## src/rtl/ea_capture_pkg.sv

```systemverilog
// rtl/ea_capture_pkg.sv - shared types and constants for the Error Analyzer sample capture stage
package ea_capture_pkg;

    typedef enum logic [1:0] {
        IDLE,
        CAPTURE,
        DRAIN
    } cap_state_t;

    localparam int DATA_W_DEF = 16;
    localparam int TS_W_DEF   = 64;

    // One buffered entry at the default widths; the FIFO stores the same
    // fields packed in this order for any parameterization.
    typedef struct packed {
        logic [DATA_W_DEF-1:0] read;
        logic [DATA_W_DEF-1:0] exp;
        logic [TS_W_DEF-1:0]   ts;
        logic                  mismatch;
    } sample_t;

    localparam logic [15:0] CNT_MAX = 16'hFFFF;

    function automatic logic [15:0] sat_inc(input logic [15:0] v);
        return (v == CNT_MAX) ? v : v + 16'd1;
    endfunction

endpackage

```

## src/rtl/ea_sample_fifo.sv

```systemverilog
// rtl/ea_sample_fifo.sv - first-word-fall-through FIFO with clear and occupancy level
// Ports:
//   clk, rst          clock, asynchronous active-high reset
//   push, push_data   write strobe and entry (caller guarantees room or a same-cycle pop)
//   pop               advance head (caller guarantees non-empty)
//   clear             synchronous flush, wins over push/pop
//   head_data         current head entry (undefined while empty)
//   full, empty       occupancy flags
//   level             number of stored entries
module ea_sample_fifo #(
    parameter int W     = 8,
    parameter int DEPTH = 16
) (
    input  logic                   clk,
    input  logic                   rst,
    input  logic                   push,
    input  logic [W-1:0]           push_data,
    input  logic                   pop,
    input  logic                   clear,
    output logic [W-1:0]           head_data,
    output logic                   full,
    output logic                   empty,
    output logic [$clog2(DEPTH):0] level
);

    localparam int AW = $clog2(DEPTH);

    logic [W-1:0] mem [DEPTH];
    logic [AW:0]  wptr;
    logic [AW:0]  rptr;

    // Pointers carry one wrap bit so full and empty are distinguishable.
    always_ff @(posedge clk or posedge rst) begin
        if (rst) begin
            wptr <= '0;
            rptr <= '0;
        end else if (clear) begin
            wptr <= '0;
            rptr <= '0;
        end else begin
            if (push) wptr <= wptr + (AW+1)'(1);
            if (pop)  rptr <= rptr + (AW+1)'(1);
        end
    end

    // Push while full is only legal with a pop, which frees the head slot
    // that wptr aliases at the same edge.
    always_ff @(posedge clk) begin
        if (push && !clear) mem[wptr[AW-1:0]] <= push_data;
    end

    assign head_data = mem[rptr[AW-1:0]];
    assign empty     = (wptr == rptr);
    assign full      = (wptr[AW] != rptr[AW]) && (wptr[AW-1:0] == rptr[AW-1:0]);
    assign level     = wptr - rptr;

endmodule

```

## src/rtl/ea_sample_capture.sv

```systemverilog
// rtl/ea_sample_capture.sv - timestamps and buffers (read, expected) pairs for the Error Analyzer drain
// Ports:
//   clk_i, rst_i                  clock, asynchronous active-high reset
//   en_i, clear_i                 capture enable level, synchronous flush of FIFO and statistics
//   smp_valid_i/smp_ready_o       sample handshake (ready only in CAPTURE)
//   smp_read_i, smp_exp_i         sample read and expected data
//   out_valid_o/out_ready_i       drain handshake, FWFT head entry
//   out_read_o, out_exp_o,
//   out_time_o, out_mismatch_o    head entry fields, zero while empty
//   level_o                       FIFO occupancy
//   mismatch_cnt_o, drop_cnt_o    saturating statistics
//   overflow_o                    sticky drop flag
//   done_o                        pulse when DRAIN empties and returns to IDLE
module ea_sample_capture
    import ea_capture_pkg::*;
#(
    parameter int DATA_W = 16,
    parameter int DEPTH  = 16,
    parameter int TS_W   = 64
) (
    input  logic                   clk_i,
    input  logic                   rst_i,
    input  logic                   en_i,
    input  logic                   clear_i,
    input  logic                   smp_valid_i,
    output logic                   smp_ready_o,
    input  logic [DATA_W-1:0]      smp_read_i,
    input  logic [DATA_W-1:0]      smp_exp_i,
    output logic                   out_valid_o,
    input  logic                   out_ready_i,
    output logic [DATA_W-1:0]      out_read_o,
    output logic [DATA_W-1:0]      out_exp_o,
    output logic [TS_W-1:0]        out_time_o,
    output logic                   out_mismatch_o,
    output logic [$clog2(DEPTH):0] level_o,
    output logic [15:0]            mismatch_cnt_o,
    output logic [15:0]            drop_cnt_o,
    output logic                   overflow_o,
    output logic                   done_o
);

    localparam int LVL_W = $clog2(DEPTH) + 1;
    localparam int SMP_W = 2*DATA_W + TS_W + 1;

    cap_state_t        state;
    logic              ready_q;
    logic              done_q;
    logic [TS_W-1:0]   ts_cnt;
    logic              fifo_full;
    logic              fifo_empty;
    logic [LVL_W-1:0]  level;
    logic [SMP_W-1:0]  push_data;
    logic [SMP_W-1:0]  head_data;
    logic              smp_mismatch;
    logic              push_req;
    logic              pop;
    logic              push_ok;
    logic              drop;
    logic              drain_empty_next;

    assign smp_mismatch = (smp_read_i != smp_exp_i);
    assign push_req     = smp_valid_i & ready_q;
    assign pop          = ~fifo_empty & out_ready_i;
    assign push_ok      = push_req & (~fifo_full | pop);
    assign drop         = push_req & fifo_full & ~pop;
    assign push_data    = {smp_read_i, smp_exp_i, ts_cnt, smp_mismatch};

    // No pushes happen in DRAIN, so the FIFO is empty next cycle if it is
    // empty now, its last entry pops now, or a clear flushes it.
    assign drain_empty_next = clear_i | fifo_empty | ((level == LVL_W'(1)) & pop);

    ea_sample_fifo #(
        .W     (SMP_W),
        .DEPTH (DEPTH)
    ) u_fifo (
        .clk       (clk_i),
        .rst       (rst_i),
        .push      (push_ok),
        .push_data (push_data),
        .pop       (pop),
        .clear     (clear_i),
        .head_data (head_data),
        .full      (fifo_full),
        .empty     (fifo_empty),
        .level     (level)
    );

    always_ff @(posedge clk_i or posedge rst_i) begin
        if (rst_i) ts_cnt <= '0;
        else       ts_cnt <= ts_cnt + TS_W'(1);
    end

    always_ff @(posedge clk_i or posedge rst_i) begin
        if (rst_i) begin
            state   <= IDLE;
            ready_q <= 1'b0;
            done_q  <= 1'b0;
        end else begin
            done_q <= 1'b0;
            case (state)
                IDLE: begin
                    if (en_i) begin
                        state   <= CAPTURE;
                        ready_q <= 1'b1;
                    end
                end
                CAPTURE: begin
                    if (!en_i) begin
                        state   <= DRAIN;
                        ready_q <= 1'b0;
                    end
                end
                DRAIN: begin
                    if (en_i) begin
                        state   <= CAPTURE;
                        ready_q <= 1'b1;
                    end else if (drain_empty_next) begin
                        state  <= IDLE;
                        done_q <= 1'b1;
                    end
                end
                default: begin
                    state   <= IDLE;
                    ready_q <= 1'b0;
                end
            endcase
        end
    end

    always_ff @(posedge clk_i or posedge rst_i) begin
        if (rst_i) begin
            mismatch_cnt_o <= '0;
            drop_cnt_o     <= '0;
            overflow_o     <= 1'b0;
        end else if (clear_i) begin
            mismatch_cnt_o <= '0;
            drop_cnt_o     <= '0;
            overflow_o     <= 1'b0;
        end else begin
            if (push_ok && smp_mismatch) mismatch_cnt_o <= sat_inc(mismatch_cnt_o);
            if (drop) begin
                drop_cnt_o <= sat_inc(drop_cnt_o);
                overflow_o <= 1'b1;
            end
        end
    end

    assign smp_ready_o = ready_q;
    assign done_o      = done_q;
    assign out_valid_o = ~fifo_empty;
    assign level_o     = level;
    assign {out_read_o, out_exp_o, out_time_o, out_mismatch_o} = fifo_empty ? '0 : head_data;

endmodule

```

## config.mk

```make
export PLATFORM = sky130hd
export DESIGN_NAME = ea_sample_capture
export DESIGN_NICKNAME = d
export VERILOG_FILES = /design/src/rtl/ea_capture_pkg.sv /design/src/rtl/ea_sample_fifo.sv /design/src/rtl/ea_sample_capture.sv
export SDC_FILE = /design/constraint.sdc
export NUM_CORES = 1
export LEC_CHECK = 0
export ABC_AREA = 0
export BUFFER_PORTS_ARGS = -buffer_cell sky130_fd_sc_hd__buf_2
export CAP_MARGIN = 25
export CORE_UTILIZATION = 45
export DETAILED_ROUTE_END_ITERATION = 16
export PLACE_DENSITY = 0.69
export SETUP_SLACK_MARGIN = 0.05
export SLEW_MARGIN = 30
export SYNTH_ARGS = -nofsm -noshare
export SYNTH_HDL_FRONTEND = slang
export SYNTH_SLANG_ARGS = --single-unit
```

## constraint.sdc

```tcl
create_clock -name clk_i -period 25.5 [get_ports clk_i]
set_clock_uncertainty 0.05 [all_clocks]
set_input_delay 1.275 -clock clk_i [delete_from_list [all_inputs] [get_ports clk_i]]
set_output_delay 1.275 -clock clk_i [all_outputs]
set_load 0.02 [all_outputs]
```

After elaboration in Yosys (flattened, before gate mapping)
Memories as Yosys holds them, arrays and structs flattened.
Cells that the tools add are included.
Widths: inputs -> output; s select.
{"block": "classes", "add_sub_neg": 6, "reduce_logical": 14, "bitwise": 12, "n_eq_ne": 15, "muxes": 26}
{"cell": "$mux 97", "count": 1}
{"cell": "$mux 16", "count": 6}
{"cell": "$add 64x1->64 const B", "count": 1}
{"cell": "$add 16x1->16 const B", "count": 2}
{"cell": "$eq 16x16->1 const B", "count": 2}
{"cell": "$mux 5", "count": 4}
{"cell": "$ne 16x16->1", "count": 1}
{"cell": "$add 5x1->5 const B", "count": 2}
{"cell": "$mux 1", "count": 9}
{"cell": "$mux 2", "count": 4}
{"cell": "$ne 2x2->1 const B", "count": 4}
{"cell": "$reduce_bool 2->1", "count": 4}
{"cell": "$and 1x1->1", "count": 6}
{"cell": "$pmux 2 s3", "count": 1}
{"cell": "$reduce_and 2->1", "count": 3}
{"cell": "$eq 5x1->1 const B", "count": 1}
{"cell": "$eq 5x5->1", "count": 1}
{"cell": "$sub 5x5->5", "count": 1}
{"cell": "$eq 4x4->1", "count": 1}
{"cell": "$logic_and 1x1->1", "count": 3}
{"cell": "$ne 3x3->1 const B", "count": 1}
{"cell": "$not 1->1", "count": 3}
{"cell": "$or 1x1->1", "count": 3}
{"cell": "$reduce_and 3->1", "count": 1}
{"cell": "8 further kinds", "count": 8}
{"block": "word_totals", "ram_bits": 1552, "memories": 1, "register_bits": 111, "output_inout_bits": 138, "inputBits": 38, "elab_cells": 83}
{"memory": "u_fifo.mem", "depth": 16, "width": 97, "read_ports": 1, "rd_clocked_by_memory_dff": 0, "wr": 1, "line_no": "ea_sample_fifo.sv:28", "source": "logic [W-1:0] mem [DEPTH];"}

Depth between registers and ports, before layout
{"block": "logic_depth", "word_depth": 8, "ltp_mapped": 12, "mapped_depth_nobuf": 9}

Hierarchy
From an unflattened synthesis, not the netlist that was laid out.
{"block": "unflattened", "hier_cells": 3273, "area_unflattened_um2": 65514.1}
{"module": "ea_sample_fifo", "n_inst": 1, "seq_area_each_um2": 46854.9, "area_per_inst_um2": 59782.3, "cells_each": 2671}
{"module": "ea_sample_capture", "n_inst": 1, "seq_area_each_um2": 2527.4, "area_per_inst_um2": 5731.7, "cells_each": 602}

Least setup slack after synthesis
Ideal clock, no wire load.
{"block": "synth_timing", "kind": "register to register", "start": "reg u_fifo.rptr[3]", "end": "mem u_fifo.mem[2][0] in the netlist's numbering, enable pin", "slack_ns": 13.395, "synth_period_minus_slack_ns": 12.105, "path_stages_with_launch": 9, "path_buffers": 3, "setup_time_ns": 0.791, "required_time_ns": 24.659, "t_arrival_ns": 11.264, "cell_sequence": "dfrtp_1 > clkbuf_1 > clkbuf_1 > buf_1 > inv_1 > ha_1 > nand4_1 > o311ai_1 > nor4_1"}
{"block": "synth_between", "elab_chain_len": 8, "elab_cells_between_ends": 11, "cone_classes": "eq/ne: 2; mux: 2; bitwise: 5; reduce/logical: 2"}
{"item": "from (decl)", "line_no": "ea_sample_fifo.sv:30", "source": "logic [AW:0] rptr;"}
{"item": "from (signal assigned)", "line_no": "ea_sample_fifo.sv:42", "source": "if (pop) rptr <= rptr + (AW+1)'(1);"}
{"item": "$eq 5x5->1 / $eq 4x4->1 (equally long branches)", "line_no": "ea_sample_fifo.sv:53, ea_sample_fifo.sv:54"}
{"item": "$not 1->1 / $logic_and 1x1->1 (equally long branches)", "line_no": "ea_sample_capture.sv:63, ea_sample_fifo.sv:54"}
{"item": "$and 1x1->1 / $not 1->1 (equally long branches)", "line_no": "ea_sample_capture.sv:63, ea_sample_capture.sv:64"}
{"item": "$or 1x1->1 *", "line_no": "ea_sample_capture.sv:64", "source": "assign push_ok = push_req & (~fifo_full | pop);"}
{"item": "$and 1x1->1 *", "line_no": "ea_sample_capture.sv:64"}
{"item": "$logic_and 1x1->1 *", "line_no": "ea_sample_fifo.sv:49", "source": "if (push && !clear) mem[wptr[AW-1:0]] <= push_data;"}
{"item": "$mux 1 *", "line_no": "ea_sample_fifo.sv:49"}
{"item": "$mux 1 (implied by the code) *", "line_no": "ea_sample_fifo.sv:49"}
{"item": "to (decl)", "line_no": "ea_sample_fifo.sv:28"}
Every way passes the cells marked *; elsewhere a longest branch is shown, timed or not.

Worst setup path after layout
{"block": "layout_timing", "start": "reg u_fifo.rptr[0]", "end": "out out_exp_o[1]"}
{"block": "layout_between", "elab_chain_len": 2, "elab_cells_between_ends": 3, "cone_classes": "eq/ne: 1; mux: 1; memory: 1"}
{"item": "$mem_v2 16x97 / $eq 5x5->1 (equally long branches)"}
{"item": "$mux 97 *", "line_no": "ea_sample_capture.sv:152", "source": "assign {out_read_o, out_exp_o, out_time_o, out_mismatch_o} = fifo_empty ? '0 : head_data;"}
{"item": "to (decl)", "line_no": "ea_sample_capture.sv:32", "source": "output logic [DATA_W-1:0] out_exp_o,"}
Marks and branches as above.

==> results.md <==
- Worst Path Arrival: between 5000 and 6000 ps
- Mean Syn Cell Area: about 23 um^2
- CTS tree: done
- CTS buffer count: ~160
- CP Data Required Time: 24180 ps
- Fillers: roughly 11000
- Critical Path Source Type: flip-flop
- Part of the Yosys area used for sequential elements: 0.765
- Die Span Y: 381 um
- Crit path launch: u_fifo.rptr[0]
- Period utilisation layout: 0.269
- EDFF count, synth: between 1500 and 2000
- Max-slew violations: 0
- Routability cong.: approximately 0.74
- Critical path capture point type: output port
- Worst Hold Class: reg2reg
- Crit path max fanout: 45
- Hold WS: between 400 and 500 ps
- Ys async rst share: 0.0667
- Flip-flop and latch count after synthesis: 1663
- CTS Sinks: between 1500 and 2000
- H-tree levels: 4
- Routed Antenna Nets: 0
- P&R area growth vs syn: 13.7%
- TNS Setup: 0 ps
- First-pass GRT wire length: about 210 mm
- Crit Path Category: reg2out
- Die W: about 380 um
- Max IR drop VDD: approximately 0.055 mV
- Max Fclk: around 0.15 GHz
- Reg2reg start: u_fifo.rptr[2]
- Outcome: finished clean
- Core Region: about 140000 um^2
- Syn nets: about 2900
- Leakage: 23.6 nW
- Hold buffers post-CTS: 0
- Via count: about 30000
- Bufs on Longest Clock Path: 3
- Max-Cap Viols: 0
- Slew @ Worst Pin: 990 ps
- Area of the mapped netlist: ~65000 um^2
- Fin nets: roughly 3200
- First-pass iteration count of the detailed router: 5
- Residual DRC count: 0
- Clk Latency, worst-skew pair: 780 ps
- DPL Wire Length: roughly 72 mm
- Yosys top cell by area: edfxtp_1
- Cell Pwr Density: 83.0 nW/um^2
- Top cells by count, synth: edfxtp_1, mux4_2, and2_1
- Starting Density: 0.455
- Hold path start: state[0]
- Initial antenna violation count: 13
- Total Wirelength: about 140 mm
- Top cells by area, synth: edfxtp_1, mux4_2, dfrtp_1
- # setup viols final: 0
- Yosys cell types: 57
- DR iter-0 viols: between 3000 and 4000
- DR vias/cell: 5.80
- Tot GR Track Use: 0.197
- Yosys warns: 0
- Final Hold Vio Count: 0
- Synth top area share: 0.722
- Largest net degree at the start of global routing: 158
- I/O pins: around 180
- Row Count: about 140
- Die Area: 145000 um^2
- Slowest CP cell: dfrtp_4
- Avg WL per Cell: around 28 um
- Slew HR: 0.340
- Crit path largest cell delay: roughly 1000 ps
- RSZ-0062 raised after global routing: false
- Overflow after GRT: 0
- # resized after CTS: 0
- Post-synth top flop: edfxtp_1
- Post-CTS setup buffers: 0
- Min cycle time layout: a little under 7000 ps
- Critical-path cell list: buf_6 -> buf_4 -> buf_4 -> mux4_2 -> mux4_2 -> and2_1 -> buf_2
- Root buffer cell: clkbuf_16
- Cells after Synth: about 2800
- PortBufs: about 180
- Count leader, synth: edfxtp_1
- Share of cells above drive strength 1: 0.304
- Number of global-route vias before repair: 30792
- CTS clock-pin slew for the worst setup and hold paths: 60 ps
==> cell type report <==
cell class                      count  area, um^2  area share
Sequential cell                  1663       49400       0.673
Clock buffer                      218        4430      0.0603
Timing Repair Buffer              233        1540      0.0210
Multi-Input combinational cell   1022       14600       0.198
Inverter                           27         114     0.00155
Clock inverter                     83         983      0.0134
Antenna cell                        6        15.0    0.000205
Tap cell                         1890        2360      0.0322
==> routing by layer <==
| metal | vias to the layer above | track usage | share of wire |
|---|---|---|---|
| met1 | 16014 | 0.283 | 0.42 |
| met5 | - | 0 | 0.00032 |
| met3 | 146 | 0.0395 | 0.079 |
| li1 | 12485 | - | - |
| met4 | 8 | 0.0479 | 0.015 |
| met2 | 1176 | 0.313 | 0.49 |
==> flip-flops by register name (all words and copies together) (netlist names) <==
signal          count
ts_cnt             64
overflow_o          1
state               2
u_fifo.wptr         5
mismatch_cnt_o     16
done_o              1
u_fifo.rptr         5
smp_ready_o         1
u_fifo.mem       1552
drop_cnt_o         16
==> per-stage QoR <==
step	power (W)	std cells	setup slack [ps]	cell area [um^2]	util
floorplan	0.00353	2845	13400	64600	-
global placement	0.00373	4828	19040	67700	0.477
detailed placement	0.00374	4833	19010	67900	0.478
CTS	0.00615	5134	18150	73300	0.516
global route	0.00628	5137	18160	73400	0.517
finish	0.00609	5142	18640	73400	0.517
==> where the power goes <==
part           internal (W)  switching [W]
Combinational      0.000306       0.000373
Clock               0.00140        0.00102
Sequential          0.00297      0.0000179
==> cells in the final DEF (no fill, tap or decap), types with 4 or more instances in the layout <==
cell type / count
edfxtp_1: 1552
inv_16: 4
nand4_1: 31
nor2b_1: 6
inv_6: 6
nand3_1: 29
buf_12: 5
clkinvlp_4: 5
buf_16: 6
mux4_2: 485
nand2_1: 40
clkinv_1: 26
clkbuf_8: 10
and4_1: 14
clkinv_2: 21
and2_4: 12
inv_1: 25
or3_1: 8
a21oi_1: 15
and3_1: 6
mux2_2: 4
nor2_1: 56
xnor2_1: 54
diode_2: 6
clkbuf_1: 43
nor4_1: 20
o31ai_1: 6
nor4_2: 4
xor2_1: 50
or4_1: 7
o21ai_0: 6
dfrtp_1: 108
buf_2: 175
buf_4: 35
nor3_1: 18
and2_1: 100
bufinv_16: 17
clkbuf_16: 165
ha_1: 12
buf_6: 12
==> kinds of logic after synthesis <==
group | synth area share
AO/OA/AOI/OAI | 0.00454
XOR/XNOR | 0.0141
adder cells (fa/ha/maj) | 0.00264
buffers and inverters | 0.0108
flip-flops | 0.765
multiplexers | 0.170
AND/OR/NAND/NOR | 0.0330
==> worst paths after layout <==
kind	to	slack, ps	cells past startpoint
setup / recovery	out_exp_o[1]	18640	7
hold / removal	smp_ready_o	460	1
setup reg to reg	u_fifo.mem[4][27]	20310	9
hold reg to reg	smp_ready_o	460	1
max in group asynchronous	u_fifo.rptr[3]	23700	3
min in group asynchronous	drop_cnt_o[7]	540	2
==> worst max-delay path, delay by kind of cell, from the launching register on <==
kind	cells	cell delay, ps
muxes	2	1090
DFF	1	1040
buffers and inverters	4	2340
and+or+nand+nor	1	180
(Power assumes the default switching activity.)
